**config.mk**
```make
export PLATFORM = sky130hd
export DESIGN_NAME = key_evt_fifo_flat
export DESIGN_NICKNAME = d
export VERILOG_FILES = /design/src/rtl/key_evt_if.sv /design/src/rtl/key_evt_fifo.sv /design/src/flat_wrapper.sv
export SDC_FILE = /design/constraint.sdc
export NUM_CORES = 1
export LEC_CHECK = 0
export ABC_AREA = 1
export CAP_MARGIN = 20
export CORE_ASPECT_RATIO = 1.1
export CORE_MARGIN = 10
export CORE_UTILIZATION = 58
export CTS_BUF_LIST = sky130_fd_sc_hd__clkbuf_8
export CTS_CLUSTER_DIAMETER = 120
export CTS_CLUSTER_SIZE = 8
export DETAILED_ROUTE_END_ITERATION = 8
export MAX_ROUTING_LAYER = met4
export PLACE_DENSITY = 0.78
export SLEW_MARGIN = 20
export SYNTH_ARGS = -nofsm -noshare
export SYNTH_HDL_FRONTEND = slang
export SYNTH_SLANG_ARGS = --single-unit
export TNS_END_PERCENT = 20
```
**constraint.sdc**
```tcl
create_clock -name clk_i -period 7.1 [get_ports clk_i]
set_input_delay 1.775 -clock clk_i [delete_from_list [all_inputs] [get_ports clk_i]]
set_output_delay 1.775 -clock clk_i [all_outputs]
set_load 0.01 [all_outputs]
```
**src/rtl/key_evt_if.sv**
```systemverilog
// Key event FIFO bus: scanner inputs, pop/flush strobes
// and the queue status seen by the CPLD bus logic.
interface key_evt_if #(
  parameter int ADDR_W = 2
);
  logic [2:0]      key_i3;
  logic            key_vld_i;
  logic            rd_i;
  logic            clr_i;
  logic [3:0]      dout_o4;
  logic [ADDR_W:0] cnt_o;
  logic            empty_o;
  logic            full_o;
  logic            irq_o;
  logic            ovf_o;
  logic            beep_o;

  modport master (
    output key_i3, key_vld_i, rd_i, clr_i,
    input  dout_o4, cnt_o, empty_o, full_o,
    input  irq_o, ovf_o, beep_o
  );

  modport slave (
    input  key_i3, key_vld_i, rd_i, clr_i,
    output dout_o4, cnt_o, empty_o, full_o,
    output irq_o, ovf_o, beep_o
  );
endinterface

```
**src/rtl/key_evt_fifo.sv**
```systemverilog
// Keypad event queue: sync + debounce the scanner state,
// queue press/release events and drive a key-click beep.
module key_evt_fifo #(
  parameter int ADDR_W   = 2,
  parameter int DEB_CYC  = 1000000,
  parameter int BEEP_CYC = 2500000
) (
  input  logic       clk_i,
  input  logic       rst_i,
  key_evt_if.slave   bus
);
  localparam int DEPTH = 1 << ADDR_W;
  localparam int DW    = $clog2(DEB_CYC);
  localparam int BW    = $clog2(BEEP_CYC + 1);
  localparam int PW    = ADDR_W + 1;

  logic [3:0]    sync1_r, sync2_r;
  logic [3:0]    cand_r, stable_r;
  logic [3:0]    samp;
  logic [DW-1:0] deb_cnt_r;
  logic          deb_done, fire;
  logic          press, new_ok, old_ok;
  logic          ev_push, beep_hit;
  logic [3:0]    ev_data;

  // Code bits are meaningless while no key is held
  assign samp     = sync2_r[3] ? sync2_r : 4'h0;
  assign deb_done = deb_cnt_r == DW'(DEB_CYC - 1);
  assign fire     = deb_done && (cand_r != stable_r);
  assign press    = cand_r[3];
  assign new_ok   = cand_r[2:0] <= 3'd5;
  assign old_ok   = stable_r[2:0] <= 3'd5;
  assign ev_push  = fire && (press ? new_ok
                                   : (stable_r[3] && old_ok));
  assign ev_data  = press ? {1'b0, cand_r[2:0]}
                          : {1'b1, stable_r[2:0]};
  assign beep_hit = fire && press && new_ok;

  always_ff @(posedge clk_i or posedge rst_i) begin
    if (rst_i) begin
      sync1_r   <= 4'h0;
      sync2_r   <= 4'h0;
      cand_r    <= 4'h0;
      stable_r  <= 4'h0;
      deb_cnt_r <= '0;
    end else begin
      sync1_r <= {bus.key_vld_i, bus.key_i3};
      sync2_r <= sync1_r;
      if (samp != cand_r) begin
        cand_r    <= samp;
        deb_cnt_r <= '0;
      end else if (!deb_done) begin
        deb_cnt_r <= deb_cnt_r + DW'(1);
      end
      if (fire) stable_r <= cand_r;
    end
  end

  logic [3:0]    mem_r [DEPTH];
  logic [PW-1:0] wr_ptr_r, rd_ptr_r;
  logic [PW-1:0] cnt_w, left_w, rd_nxt;
  logic          empty_w, full_w;
  logic          do_pop, do_push, ovf_set;
  logic [3:0]    dout_r, head_nxt;
  logic          ovf_r;

  assign cnt_w   = wr_ptr_r - rd_ptr_r;
  assign empty_w = cnt_w == '0;
  assign full_w  = cnt_w == PW'(DEPTH);
  assign do_pop  = bus.rd_i && !empty_w;
  assign do_push = ev_push && (!full_w || do_pop);
  assign ovf_set = ev_push && full_w && !do_pop;
  assign rd_nxt  = rd_ptr_r + PW'(do_pop);
  assign left_w  = cnt_w - PW'(do_pop);

  // Show-ahead head: a push into an emptying queue bypasses the array
  always_comb begin
    head_nxt = 4'h0;
    if (left_w != '0)
      head_nxt = mem_r[rd_nxt[ADDR_W-1:0]];
    else if (do_push)
      head_nxt = ev_data;
  end

  always_ff @(posedge clk_i) begin
    if (do_push && !bus.clr_i)
      mem_r[wr_ptr_r[ADDR_W-1:0]] <= ev_data;
  end

  always_ff @(posedge clk_i or posedge rst_i) begin
    if (rst_i) begin
      wr_ptr_r <= '0;
      rd_ptr_r <= '0;
      dout_r   <= 4'h0;
      ovf_r    <= 1'b0;
    end else if (bus.clr_i) begin
      wr_ptr_r <= '0;
      rd_ptr_r <= '0;
      dout_r   <= 4'h0;
      ovf_r    <= 1'b0;
    end else begin
      rd_ptr_r <= rd_nxt;
      if (do_push) wr_ptr_r <= wr_ptr_r + PW'(1);
      dout_r <= head_nxt;
      if (ovf_set) ovf_r <= 1'b1;
    end
  end

  logic [BW-1:0] beep_cnt_r;

  always_ff @(posedge clk_i or posedge rst_i) begin
    if (rst_i)
      beep_cnt_r <= '0;
    else if (beep_hit)
      beep_cnt_r <= BW'(BEEP_CYC);
    else if (beep_cnt_r != '0)
      beep_cnt_r <= beep_cnt_r - BW'(1);
  end

  assign bus.dout_o4 = dout_r;
  assign bus.cnt_o   = cnt_w;
  assign bus.empty_o = empty_w;
  assign bus.full_o  = full_w;
  assign bus.irq_o   = !empty_w;
  assign bus.ovf_o   = ovf_r;
  assign bus.beep_o  = beep_cnt_r != '0;
endmodule

```
**src/flat_wrapper.sv**
```systemverilog
// flat-port wrapper written by rule: the top's interface ports become plain ports
module key_evt_fifo_flat 
#(
  parameter int ADDR_W   = 2,
  parameter int DEB_CYC  = 1000000,
  parameter int BEEP_CYC = 2500000
)
  (clk_i, rst_i, bus_key_i3, bus_key_vld_i, bus_rd_i, bus_clr_i, bus_dout_o4, bus_cnt_o, bus_empty_o, bus_full_o, bus_irq_o, bus_ovf_o, bus_beep_o);
  key_evt_if #(.ADDR_W(ADDR_W)) bus_i ();
  input  logic clk_i;
  input  logic rst_i;
  input wire logic [$bits(bus_i.key_i3)-1:0] bus_key_i3;
  input wire logic [$bits(bus_i.key_vld_i)-1:0] bus_key_vld_i;
  input wire logic [$bits(bus_i.rd_i)-1:0] bus_rd_i;
  input wire logic [$bits(bus_i.clr_i)-1:0] bus_clr_i;
  output wire logic [$bits(bus_i.dout_o4)-1:0] bus_dout_o4;
  output wire logic [$bits(bus_i.cnt_o)-1:0] bus_cnt_o;
  output wire logic [$bits(bus_i.empty_o)-1:0] bus_empty_o;
  output wire logic [$bits(bus_i.full_o)-1:0] bus_full_o;
  output wire logic [$bits(bus_i.irq_o)-1:0] bus_irq_o;
  output wire logic [$bits(bus_i.ovf_o)-1:0] bus_ovf_o;
  output wire logic [$bits(bus_i.beep_o)-1:0] bus_beep_o;
  assign bus_i.key_i3 = bus_key_i3;
  assign bus_i.key_vld_i = bus_key_vld_i;
  assign bus_i.rd_i = bus_rd_i;
  assign bus_i.clr_i = bus_clr_i;
  assign bus_dout_o4 = bus_i.dout_o4;
  assign bus_cnt_o = bus_i.cnt_o;
  assign bus_empty_o = bus_i.empty_o;
  assign bus_full_o = bus_i.full_o;
  assign bus_irq_o = bus_i.irq_o;
  assign bus_ovf_o = bus_i.ovf_o;
  assign bus_beep_o = bus_i.beep_o;
  key_evt_fifo #(.ADDR_W(ADDR_W), .DEB_CYC(DEB_CYC), .BEEP_CYC(BEEP_CYC)) u_core (.clk_i(clk_i), .rst_i(rst_i), .bus(bus_i));
endmodule
```
==> summary.md <==
| Metric | Value |
|---|---|
| Crit path from | `u_core.wr_ptr_r[0]` |
| Worst Path Max Fanout | `5` |
| Vias | `3587` |
| Yosys warns | `0` |
| Initial Util | `~60%` |
| CTS tree | `done` |
| Initial antenna violation count | `0` |
| Worst Hold Path EP | `u_core.sync2_r[3]` |
| Post-Syn Nets | `approximately 560` |
| Post-synth EDFFs | `16` |
| Synth cell types | `32` |
| Mux cell area share after synthesis | `0%` |
| Die width | `around 100 um` |
| CTS hold repair buffers | `0` |
| ANT cells | `0` |
| Ys async rst share | `81.2%` |
| Sw Pwr | `0.000346 W` |
| Cell Pwr Density | `224 nW/um2` |
| CTS Root Cell | `clkbuf_8` |
| Top-area cell type share of the netlist area | `38.0%` |
| Final nets | `585` |
| DP Wirelength | `6390 um` |
| Die Y | `113 um` |
| Post-CTS sizing | `0` |
| Hold_ws | `0.352 ns` |
| Boundary pin count | `20` |
| Row cnt | `33` |
| Reg-to-reg endpoint | `u_core.bus.dout_o4[0]` |
| Post-Synth Adder-Cell Area | `3.47%` |
| Fmax | `238 MHz` |
| Min-Delay Path Class | `reg2reg` |
| Post-Synth Simple-Gate Area | `30.4%` |
| List of most frequent post-synthesis cells | `nand2_1 (121), nor2_1 (76), dfrtp_1 (69), inv_1 (67), nand3_1 (32)` |
| Final worst clock skew | `0.0103 ns` |
| H-Tree Level Count | `3` |
| Setup violations, final | `0` |
| TritonCTS Sinks | `85` |
| Postcts setup bufs | `0` |
| Pleak | `2.44 nW` |
| Gr ovfl total | `0` |
| Data required, critical path | `around 5.3 ns` |
| Clk_lat worst skew | `0.35 ns` |
| RSZ-0062 raised after global routing | `no` |
| Fin. Hold Viols | `0` |
| Tot GR Track Use | `roughly 16%` |
| Setup tns final | `0 ns` |
| Routed Antenna Nets | `0` |
| Final RePlAce weighted congestion | `0.853` |
| Critical path class | `reg2out` |
| Fin crit period | `4.20 ns` |
| RR Startpoint | `u_core.wr_ptr_r[0]` |
| Hold path depth | `0` |
| Crit end category | `output port` |
| Max-cap violations | `0` |
| Combinational share of power | `27.9%` |
| CP arrival | `2.42 ns` |
| PortBufs | `19` |
| R2R depth | `16` |
| Largest net degree at the start of global routing | `70` |
| Tcrit/Tclk final | `59.1%` |
| XOR/XNOR share of the synthesized area | `4.05%` |
| Avg WL per Cell | `12.9 um` |
| Synth area leaders | `dfrtp_1 (38%), edfxtp_1 (11%), nand2_1 (10%)` |
| Internal power | `0.000769 W` |
| Clock share of power | `24.8%` |
| Top_reg_cell synth | `dfrtp_1` |
| Worst R2R Setup Slack | `4.04 ns` |
| Clock transition at the registers of the reported paths | `0.08 ns` |
| Crit start category | `register` |
| Synth Register Bits | `85` |
| Status | `complete, no violations` |
| CTS buffer count | `9` |
| Post-Synthesis Cell Area | `4550 um2` |
| Synth area leader | `dfrtp_1` |
| First-pass GRT wire length | `15400 um` |
| Min-delay src | `u_core.sync1_r[3]` |
| Flop pwr share | `47.3%` |
| Syn_area_per_cell | `8.40 um2` |
| Seq/Total Area, Yosys | `between 40 and 50%` |
| Slew @ Worst Pin | `0.861 ns` |
| DR iter-0 viols | `218` |
| Largest family of logic cells by synthesized area | `simple AND/OR/NAND/NOR gates` |
| Share of layout cells above drive strength 1 | `7.02%` |
| DRT Pass-1 Iters | `6` |
| Vias in the first global route | `3490` |
| Cells after synthesis | `541` |
| Full die area | `approximately 12000 um2` |
| Switch share | `31.0%` |
| Wirelength, routed | `8710 um` |
| Clock Tree Buf Depth | `2` |
| Slew headroom | `42.6%` |
| Core Area | `about 7600 um2` |
| IR drop worst, VDD | `0.167 mV` |
| P&R area growth vs syn | `9.41%` |
| Slew Limit Fails | `0` |
| Compound-Gate Fraction of Synth Area | `6.49%` |
| DR vias/cell | `5.31` |
| # DRC | `0` |
| Most common cell in the netlist | `nand2_1` |
through the flow:
| step | area, um2 | utilization [%] | instances | total power (W) | setup slack [ns] |
|---|---|---|---|---|---|
| detailed placement | 4820 | 63.8 | 659 | 0.000852 | 3.29 |
| CTS | 4970 | 65.8 | 675 | 0.00113 | 2.90 |
| floorplan | 4550 | - | 541 | 0.000742 | 3.59 |
| global route | 4970 | 65.8 | 675 | 0.00120 | 2.77 |
| finish | 4970 | 65.8 | 675 | 0.00111 | 2.90 |
| global placement | 4820 | 63.8 | 659 | 0.000836 | 3.36 |
power groups by stage:
| stage | Combinational (W) | Clock, W | Sequential (W) |
|---|---|---|---|
| after floorplan | 0.000202 | 0 | 0.000540 |
| after global placement | 0.000300 | 0 | 0.000536 |
| after detailed placement | 0.000315 | 0 | 0.000537 |
| after CTS | 0.000316 | 0.000283 | 0.000527 |
| after global routing | 0.000354 | 0.000311 | 0.000530 |
| final | 0.000311 | 0.000276 | 0.000527 |
state kept, by name, summed over array words and instances, names as in the netlist:
register	cells
u_core.beep_cnt_r	22
u_core.bus.dout_o4	4
u_core.cand_r	4
u_core.rd_ptr_r	3
u_core.stable_r	4
u_core.wr_ptr_r	3
u_core.sync1_r	4
u_core.deb_cnt_r	20
u_core.sync2_r	4
u_core.bus.ovf_o	1
u_core.mem_r	16
cell type report:
cell class	instances	area, um2
sequential	85	2210
timing repair buffer	20	198
inverter	71	267
clock inverter	7	27.5
tap	105	131
multi-input combinational	378	2020
fill	618	2580
clock buffer	9	124
worst max path at each step:
stage	endpoint	slack, ns	cells after the start
floorplan	u_core.beep_cnt_r[0]	3.59	1
global placement	bus_full_o	3.36	8
detailed placement	bus_empty_o	3.29	7
CTS	bus_empty_o	2.90	7
global route	bus_empty_o	2.77	7
finish	bus_irq_o	2.90	9
per-layer routing:
| metal | track usage (%) | vias up | part of all wire [%] |
|---|---|---|---|
| met5 | - | - | 0 |
| li1 | - | 1794 | - |
| met2 | 26.2 | 66 | 49 |
| met1 | 19.0 | 1717 | 46 |
| met3 | 3.58 | 10 | 4.5 |
| met4 | 5.20 | 0 | 0.90 |
critical path, stage by stage, from the launching register on:
cell and delay, ns:
dfrtp_1 0.43, inv_1 0.11, ha_1 0.20, fa_1 0.38, inv_1 0.06, nand2_1 0.06, nand2_1 0.13, nor2_1 0.07
inv_1 0.07, clkdlybuf4s50_1 0.54
placed cells by master, fill, tap and decap left out:
| master | count |
|---|---|
| nand2_2 | 4 |
| a21oi_1 | 29 |
| inv_2 | 3 |
| ha_1 | 11 |
| buf_4 | 1 |
| nor2_8 | 1 |
| xor2_1 | 16 |
| nand2_4 | 1 |
| nor2_4 | 5 |
| nor3_1 | 11 |
| nand4_1 | 17 |
| edfxtp_1 | 16 |
| nor3b_1 | 4 |
| inv_1 | 70 |
| nor3_4 | 3 |
| nor3_2 | 1 |
| nor2_2 | 5 |
| clkdlybuf4s50_1 | 19 |
| nor2_1 | 76 |
| clkbuf_8 | 9 |
| o211ai_1 | 2 |
| nand3b_1 | 3 |
| clkinv_1 | 4 |
| a22o_1 | 4 |
| dfrtp_1 | 69 |
| o21ai_0 | 20 |
| clkinv_2 | 1 |
| xnor2_1 | 5 |
| nand2_1 | 121 |
| fa_1 | 1 |
| nand3_1 | 32 |
| nand3_4 | 1 |
| nand3_2 | 5 |
kinds of logic after synthesis:
logic type	count (synthesis)
and+or+nand+nor	290
AOI/OAI and AO/OA	55
DFF	85
adders and majority gates	12
buffers and inverters	78
xor gates and xnor gates	21
Power figures use the tool's default switching activity.
